===== src/rtl/bcd_pkg.sv =====
// Shared types, default widths and the add-3 digit helper for the BCD conversion scheduler.
package bcd_pkg;

  localparam int unsigned DefNReq   = 4;
  localparam int unsigned DefDataW  = 16;
  localparam int unsigned DefDigits = 5;

  typedef enum logic [1:0] {
    StIdle    = 2'd0,
    StConvert = 2'd1,
    StDone    = 2'd2
  } state_e;

  function automatic logic [3:0] digit_adjust(input logic [3:0] d);
    return (d >= 4'd5) ? d + 4'd3 : d;
  endfunction

endpackage


===== src/rtl/bcd_dabble_engine.sv =====
// Shift/add-3 datapath: one double-dabble iteration per cycle while run is high.
module bcd_dabble_engine
  import bcd_pkg::*;
#(
  parameter int unsigned DATA_W = DefDataW,
  parameter int unsigned DIGITS = DefDigits,
  parameter int unsigned CNT_W  = $clog2(DATA_W + 1)
) (
  input  logic                  clk,
  input  logic                  reset,
  input  logic                  load,
  input  logic                  run,
  input  logic [DATA_W-1:0]     operand,
  output logic                  last,
  output logic [DIGITS*4-1:0]   digits
);

  logic [DIGITS*4-1:0] bcd_q, bcd_adj, bcd_nx;
  logic [DATA_W-1:0]   opnd_q, opnd_nx;
  logic [CNT_W-1:0]    cnt_q;

  always_comb begin
    bcd_adj = '0;
    for (int unsigned d = 0; d < DIGITS; d++) begin
      bcd_adj[d*4 +: 4] = digit_adjust(bcd_q[d*4 +: 4]);
    end
    {bcd_nx, opnd_nx} = {bcd_adj, opnd_q} << 1;
  end

  // digits is the post-iteration value so the owner can capture it on the final edge.
  assign digits = bcd_nx;
  assign last   = run && (cnt_q == CNT_W'(DATA_W - 1));

  always_ff @(posedge clk or posedge reset) begin
    if (reset) begin
      bcd_q  <= '0;
      opnd_q <= '0;
      cnt_q  <= '0;
    end else if (load) begin
      bcd_q  <= '0;
      opnd_q <= operand;
      cnt_q  <= '0;
    end else if (run) begin
      bcd_q  <= bcd_nx;
      opnd_q <= opnd_nx;
      cnt_q  <= cnt_q + 1'b1;
    end
  end

endmodule


===== src/rtl/bcd_convert_scheduler.sv =====
// Round-robin arbiter sharing one binary-to-BCD engine among N_REQ requesters.
module bcd_convert_scheduler
  import bcd_pkg::*;
#(
  parameter int unsigned N_REQ  = DefNReq,
  parameter int unsigned DATA_W = DefDataW,
  parameter int unsigned DIGITS = DefDigits,
  parameter int unsigned ID_W   = $clog2(N_REQ)
) (
  input  logic                      clk,
  input  logic                      reset,
  input  logic [N_REQ-1:0]          req,
  input  logic [N_REQ*DATA_W-1:0]   number,
  output logic [N_REQ-1:0]          ack,
  output logic                      busy,
  output logic                      done,
  output logic [ID_W-1:0]           done_id,
  output logic [DIGITS*4-1:0]       bcd_number
);

  localparam int unsigned CntW = $clog2(DATA_W + 1);

  state_e              state;
  logic [ID_W-1:0]     last_grant;
  logic [ID_W-1:0]     winner;
  logic                found;
  logic                eng_load, eng_run, eng_last;
  logic [DATA_W-1:0]   operand;
  logic [DIGITS*4-1:0] eng_digits;

  // Search starts just past the previous grant so it naturally gets lowest priority.
  always_comb begin
    winner = '0;
    found  = 1'b0;
    for (int unsigned i = 0; i < N_REQ; i++) begin
      int unsigned idx;
      idx = (32'(last_grant) + 1 + i) % N_REQ;
      if (!found && req[idx]) begin
        found  = 1'b1;
        winner = ID_W'(idx);
      end
    end
  end

  assign operand  = number[winner*DATA_W +: DATA_W];
  assign eng_load = (state == StIdle) && found;
  assign eng_run  = (state == StConvert);

  bcd_dabble_engine #(
    .DATA_W (DATA_W),
    .DIGITS (DIGITS),
    .CNT_W  (CntW)
  ) u_engine (
    .clk     (clk),
    .reset   (reset),
    .load    (eng_load),
    .run     (eng_run),
    .operand (operand),
    .last    (eng_last),
    .digits  (eng_digits)
  );

  always_ff @(posedge clk or posedge reset) begin
    if (reset) begin
      state      <= StIdle;
      last_grant <= ID_W'(N_REQ - 1);
      ack        <= '0;
      busy       <= 1'b0;
      done       <= 1'b0;
      done_id    <= '0;
      bcd_number <= '0;
    end else begin
      unique case (state)
        StIdle: begin
          ack <= '0;
          if (found) begin
            state       <= StConvert;
            busy        <= 1'b1;
            last_grant  <= winner;
            ack[winner] <= 1'b1;
          end
        end
        StConvert: begin
          ack <= '0;
          if (eng_last) begin
            state      <= StDone;
            done       <= 1'b1;
            done_id    <= last_grant;
            bcd_number <= eng_digits;
          end
        end
        StDone: begin
          state <= StIdle;
          done  <= 1'b0;
          busy  <= 1'b0;
        end
        default: begin
          state <= StIdle;
          ack   <= '0;
          done  <= 1'b0;
          busy  <= 1'b0;
        end
      endcase
    end
  end

endmodule

===== config.mk =====
export PLATFORM = sky130hd
export DESIGN_NAME = bcd_convert_scheduler
export DESIGN_NICKNAME = d
export VERILOG_FILES = /design/src/rtl/bcd_pkg.sv /design/src/rtl/bcd_dabble_engine.sv /design/src/rtl/bcd_convert_scheduler.sv
export SDC_FILE = /design/constraint.sdc
export NUM_CORES = 1
export LEC_CHECK = 0
export ABC_AREA = 1
export BUFFER_PORTS_ARGS = -buffer_cell sky130_fd_sc_hd__clkbuf_2
export CAP_MARGIN = 30
export CORE_MARGIN = 1.5
export CORE_UTILIZATION = 30
export CTS_CLUSTER_DIAMETER = 200
export DETAILED_ROUTE_END_ITERATION = 10
export PLACE_DENSITY = 0.51
export SYNTH_ARGS = -nofsm -noshare
export SYNTH_HDL_FRONTEND = slang
export SYNTH_SLANG_ARGS = --single-unit

===== constraint.sdc =====
create_clock -name clk -period 2 [get_ports clk]
set_input_delay 0.3 -clock clk [delete_from_list [all_inputs] [get_ports clk]]
set_output_delay 0.3 -clock clk [all_outputs]
set_load 0.005 [all_outputs]

* Yosys cells after proc, flatten, opt, wreduce, memory -nomap -nowiden
Index checks and enable logic that the tools add are counted.
** Storage, ports and cells
- Bits in registers :: 73
- Output and inout port bits :: 28
** Operators by class
- $add $sub $neg :: 10
- $lt $le $gt $ge :: 11
- Eq/ne operators :: 5
- Shifts and indexed selects :: 1
- Mux-type cells :: 38
- Bitwise logic cells :: 2
- Reductions and logical operators :: 16
** Operators with widths (count)
- $shiftx 64x7->16 :: 1
- $mux 20 :: 2
- $mux 16 :: 2
- $ge 4x3->1 const B :: 5
- $mux 4 :: 5
- $add 4x2->4 const B :: 4
- $lt 2x3->1 const B :: 5
- $mux 2 :: 6
- $mux 1 :: 11
- $mux 5 :: 2
- $reduce_and 2->1 :: 5
- $bmux 1 s2 :: 4
- $pmux 4 s2 :: 1
- $logic_and 1x1->1 :: 6
- $add 5x1->5 const B :: 1
- $eq 5x4->1 const B :: 1
- $add 2x1->2 const B :: 2
- $add 2x2->2 const B :: 2
- $ne 2x2->1 const B :: 2
- $pmux 1 s2 :: 2
- $pmux 2 s2 :: 1
- $add 3x2->3 const B :: 1
- $logic_not 1->1 :: 3
- $mux 3 :: 1
- other kinds (7) :: 8

* Depth between registers and ports, before layout
- Depth after elaboration :: 19
- Mapped depth :: 17
- Gate-level depth less buffers :: 15

* Hierarchy
A second synthesis with hierarchy kept.
** Second synthesis, totals
- Cell total of the unflattened synthesis :: 674
- Area, all modules :: 4679.5 µm²
** By module, submodules not included
- bcd_dabble_engine :: times used 1, cells an instance 296, area each 2348.5 µm²
- bcd_convert_scheduler :: times used 1, cells an instance 378, area each 2331.0 µm²

* Worst setup path after synthesis
Ideal clock, no wire load.
- Path type :: register -> register
- Start point :: register last_grant[0]
- End point :: register u_engine.opnd_q[0]
- Arrival time :: 1.767 ns
- Required time :: 1.884 ns
- Slack :: 0.116 ns
- Stages on the path, launching flop included :: 15
- Clock period less this slack :: 1.884 ns
- Cells stage by stage :: dfstp_2 > buf_4 > nand2_1 > nand3_1 > nand2_2 > nor2_8 > nand3_1 > nor2_1 > nor2_2 > buf_6 > buf_6 > nand2_1 > nand2_1 > nand2_1 > nand2_1
** Between the ends
- Word-level cells in the longest chain between the ends :: 15
- Elaborated cells on any way between the ends :: 30
** RTL lines
- from (decl) :: line bcd_convert_scheduler.sv:24 : logic [ID_W-1:0] last_grant;
- from (signal assigned) :: line bcd_convert_scheduler.sv:66 : last_grant <= ID_W'(N_REQ - 1);
- from (signal assigned) :: line bcd_convert_scheduler.sv:79 : last_grant <= winner;
- $add 2x1->2 (*) :: line bcd_convert_scheduler.sv:37 : idx = (32'(last_grant) + 1 + i) % N_REQ;
- parallel branches: the longest is 14 deep, another holds $add 2x1->2
- to (signal assigned) :: line bcd_dabble_engine.sv:41 : opnd_q <= operand;
- to (signal assigned) :: line bcd_dabble_engine.sv:45 : opnd_q <= opnd_nx;
- to (decl) :: line bcd_dabble_engine.sv:19 : logic [DATA_W-1:0] opnd_q, opnd_nx;
Mark *: on every way between the ends. The select of a mux whose other input is x is not followed.
A chain may end at the register's enable or synchronous reset.

* Worst setup path in the final report
- Start point :: register last_grant[0]
- End point :: register u_engine.bcd_q[9]
** Between the ends
- Word-level cells in the longest chain between the ends :: 15
- Elaborated cells on any way between the ends :: 25
** RTL lines
- $add 2x1->2 (*) :: line bcd_convert_scheduler.sv:37
- parallel branches: the longest is 11 deep, another holds $add 2x1->2
- $mux 1 (*) :: line bcd_convert_scheduler.sv:38 : if (!found && req[idx]) begin
- $logic_and 1x1->1 (*) :: line bcd_convert_scheduler.sv:46 : assign eng_load = (state == StIdle) && found;
- $mux 20 / $reduce_bool 2->1 (equally long branches)
- to (signal assigned) :: line bcd_dabble_engine.sv:44 : bcd_q <= bcd_nx;
- to (decl) :: line bcd_dabble_engine.sv:18 : logic [DIGITS*4-1:0] bcd_q, bcd_adj, bcd_nx;
Marked as above.

==> metrics.md <==
| Metric | Value |
|---|---|
| Status | finished, violations left |
| Number of synthesized register bits | 73 |
| Final Skew | 0.008720 ns |
| H-tree Lvls | 3 |
| Worst setup SP type | flop |
| Chip Width | 123.8 um |
| Root Driver | clkbuf_16 |
| RSZ-0062 raised after global routing | true |
| Seq/Total Area, Yosys | 41.82% |
| Comb pwr share | 63.9% |
| Crit. End Element | flop |
| Clock tree from TritonCTS | done |
| Top delay family on crit path | simple AND/OR/NAND/NOR gates |
| Final Wtd Congestion | 0.8175 |
| Share of layout cells above drive strength 1 | 30.28% |
| CTS Buf Count | 9 |
| Reg clk slew, reported paths | 0.07 ns |
| Delay of the slowest critical-path stage | 0.58 ns |
| Clock share of power | 13.8% |
| Worst EP arrival | 2.32 ns |
| Layer with the highest usage | met2 |
| Final Max Tran Viols | 0 |
| Antenna Cells | 0 |
| Post-Syn Area per Cell | 7.302 um^2 |
| Most common cell after layout, fill and taps aside | nand2_1 |
| Final WS setup | -0.07069 ns |
| Setup_tns | -1.363 ns |
| Most frequent cells in the layout | 231 x nand2_1, 97 x clkbuf_2, 71 x dfrtp_1 |
| Longest Clk Path Bufs | 2 |
| Yosys warns | 0 |
| HP Class | input port to async pin |
| Post-route DRC | 0 |
| Initial antenna violation count | 0 |
| TritonCTS Sinks | 73 |
| Vias per cell | 4.660 |
| Worst-Margin Slew | 0.9961 ns |
| Total GRT Usage | 15.86% |
| CP max FO | 10 |
| Largest net degree at the start of global routing | 46 |
| Net switching power | 5.185 mW |
| Mapped cell area | 4374 um^2 |
| Routed len/inst | 12.87 um |
| Fin. Hold Viols | 0 |
| Final setup viols | 35 |
| Final WL | 11,580 um |
| First-pass GRT wire length | 19,300 um |
| Grt total ovfl | 0 |
| # port buffers | 97 |
| Violated checks | negative setup slack |
| Die ar. | 15,310 um^2 |
| Max-cap violations | 0 |
| CP Class | flop to flop |
| Sequential Power Share | 22.3% |
| CP Depth | 13 |
| Core area | 14,040 um^2 |
| Row count | 43 |
| Fillers | 1,445 |
| Fin crit period | 2.071 ns |
| Gate Count Post-Synth | 599 |
| Skew-Pair Late Insertion Delay | 0.33 ns |
| I/O Pins | 98 |
| Reg2reg path depth | 13 |
| Routed Antenna Nets | 0 |
| Number of global-route vias before repair | 4,184 |
| DR vias | 4,194 |
| Initial DRC count | 194 |
| Fmax | 0.4829 GHz |
| Met2 Use GR | 27.62% |
| Tcrit/Tclk final | 103.5% |
| WP data required | 2.25 ns |
| Cell internal pwr | 6.006 mW |
| CTS Hold Bufs | 0 |
| P per Cell Area | 1908 nW/um^2 |
| Post-DP HPWL | 8143 um |
| Die height | 123.8 um |
| Grt met1 use | 19.79% |
| Syn nets | 681 |
| Met3 GRT Util | 3.434% |
| Worst path bufs/invs | 4 |
| Area grow syn2layout | 34.10% |
| Final #Nets | 797 |
| Post-synthesis cell type count | 32 |
| Switching fraction of total power | 46.33% |
| LEAKAGE | 3.135 nW |
| Crit path cell chain | inv_4 > nand2_1 > nand2_2 > nand2_2 > nand2_4 > nor2_8 > nand3b_1 > nand2_2 > inv_4 > nor2_8 > inv_4 > clkbuf_16 > o22ai_1 |
| Final Power | 11.19 mW |
| Max-Slew Margin vs Limit | 33.52% |
| Slowest CP cell | dfstp_2 |
| Initial Util | 31.15% |
| Number of detailed-route iterations in the first pass | 6 |
| IR drop worst, VDD | 0.6621 mV |
## power by group through the flow
| stage | combinational [mW] | clock (mW) | sequential [mW] |
|---|---|---|---|
| detailed placement | 6.15 | 0 | 2.52 |
| finish | 7.15 | 1.55 | 2.49 |
| floorplan | 4.48 | 0 | 2.45 |
| CTS | 6.84 | 1.59 | 2.50 |
| global route | 8.12 | 1.66 | 2.57 |
| global placement | 6.06 | 0 | 2.50 |
## metrics by stage
step | instance area (um^2) | hold WS, ns | cells | worst slack (ns) | utilization (%)
2_1_floorplan | 4378 | 0.4492 | 599 | 0.1162 | -
3_3_place_gp | 5207 | 0.3875 | 872 | -0.04348 | 37.08
3_5_place_dp | 5207 | 0.3877 | 872 | -0.06709 | 37.08
4_1_cts | 5703 | 0.03441 | 896 | -0.04007 | 40.61
5_1_grt | 5866 | 0.06114 | 900 | -0.2110 | 41.77
6_report | 5866 | 0.02151 | 900 | -0.07069 | 41.77
## per-layer routing
| metal | wire length (um) | vias up | share of wire, % |
|---|---|---|---|
| met5 | 0 | - | 0 |
| met3 | 407 | 23 | 3.5 |
| li1 | - | 2148 | - |
| met2 | 5614 | 93 | 48 |
| met1 | 5271 | 1930 | 46 |
| met4 | 288 | 0 | 2.5 |
## cell usage after synthesis
master | number | area, um^2
nor2_8 | 2 | 40.04
nand4_4 | 1 | 21.27
buf_2 | 6 | 30.03
nor2_4 | 1 | 11.26
inv_2 | 8 | 30.03
nor2_1 | 14 | 52.55
o22ai_1 | 29 | 181.4
a22o_1 | 1 | 8.760
nand2_4 | 1 | 11.26
nand2_2 | 6 | 37.54
nand2_1 | 245 | 919.6
buf_1 | 2 | 7.510
ha_1 | 12 | 150.1
buf_6 | 6 | 67.56
a21oi_1 | 9 | 45.04
nand4_1 | 1 | 6.260
or2_2 | 3 | 18.77
o21ai_2 | 1 | 8.760
dfstp_2 | 2 | 52.55
dfrtp_1 | 71 | 1777
o21ai_0 | 44 | 220.2
xor2_1 | 6 | 52.55
nor3_1 | 1 | 5.000
clkbuf_1 | 9 | 33.78
o31ai_1 | 1 | 7.510
nand3_1 | 50 | 250.2
nand3_4 | 1 | 17.52
o31ai_2 | 3 | 37.54
buf_4 | 7 | 52.55
nor2_2 | 1 | 6.260
inv_1 | 53 | 198.9
nand3b_1 | 2 | 15.01
## cell families after synthesis
group / synth area share [%]
compound gates: 11.64
buf+inv: 9.611
simple gates: 32.29
fa+ha+maj: 3.432
flops: 41.82
xor+xnor: 1.201
## area by class of cell
cell class / count / area [um^2] / area share [%]
Timing Repair Buffer: 135 / 969.7 / 16.53
Tap cell: 180 / 225.2 / 3.840
Clock buffer: 9 / 225.2 / 3.840
Clock inverter: 7 / 62.56 / 1.067
Sequential cell: 73 / 1829 / 31.19
Inverter: 61 / 242.7 / 4.138
Multi-Input combinational cell: 435 / 2311 / 39.40
## state kept, by name, summed over array words and instances, names as in the netlist
| register | count |
|---|---|
| last_grant | 2 |
| u_engine.opnd_q | 16 |
| state | 2 |
| u_engine.bcd_q | 20 |
| bcd_number | 20 |
| u_engine.cnt_q | 5 |
| done | 1 |
| ack | 4 |
| done_id | 2 |
| busy | 1 |
## worst paths after layout
path	from	end	slack, ns
min	reset	done_id[1]$_DFFE_PP0P_	0.02
max	last_grant[0]$_DFFE_PP1P_	u_engine.bcd_q[9]$_DFFE_PP0P_	-0.07
min reg2reg	u_engine.opnd_q[0]$_DFFE_PP0P_	u_engine.opnd_q[0]$_DFFE_PP0P_	0.48
max reg2reg	last_grant[0]$_DFFE_PP1P_	u_engine.bcd_q[9]$_DFFE_PP0P_	-0.07
min in group clk	number[27]	u_engine.opnd_q[11]$_DFFE_PP0P_	0.35
max in group asynchronous	reset	u_engine.bcd_q[5]$_DFFE_PP0P_	1.47
## repair_timing
| action | 4_1_cts | 5_1_grt |
|---|---|---|
| pin swaps | 6 | 9 |
| cloned | 1 | 2 |
| resized for setup | 30 | 23 |
| setup endpoints to repair | 38 | 44 |
| setup buffers | 7 | 2 |
Note: power is estimated with default switching activity, not from simulation.
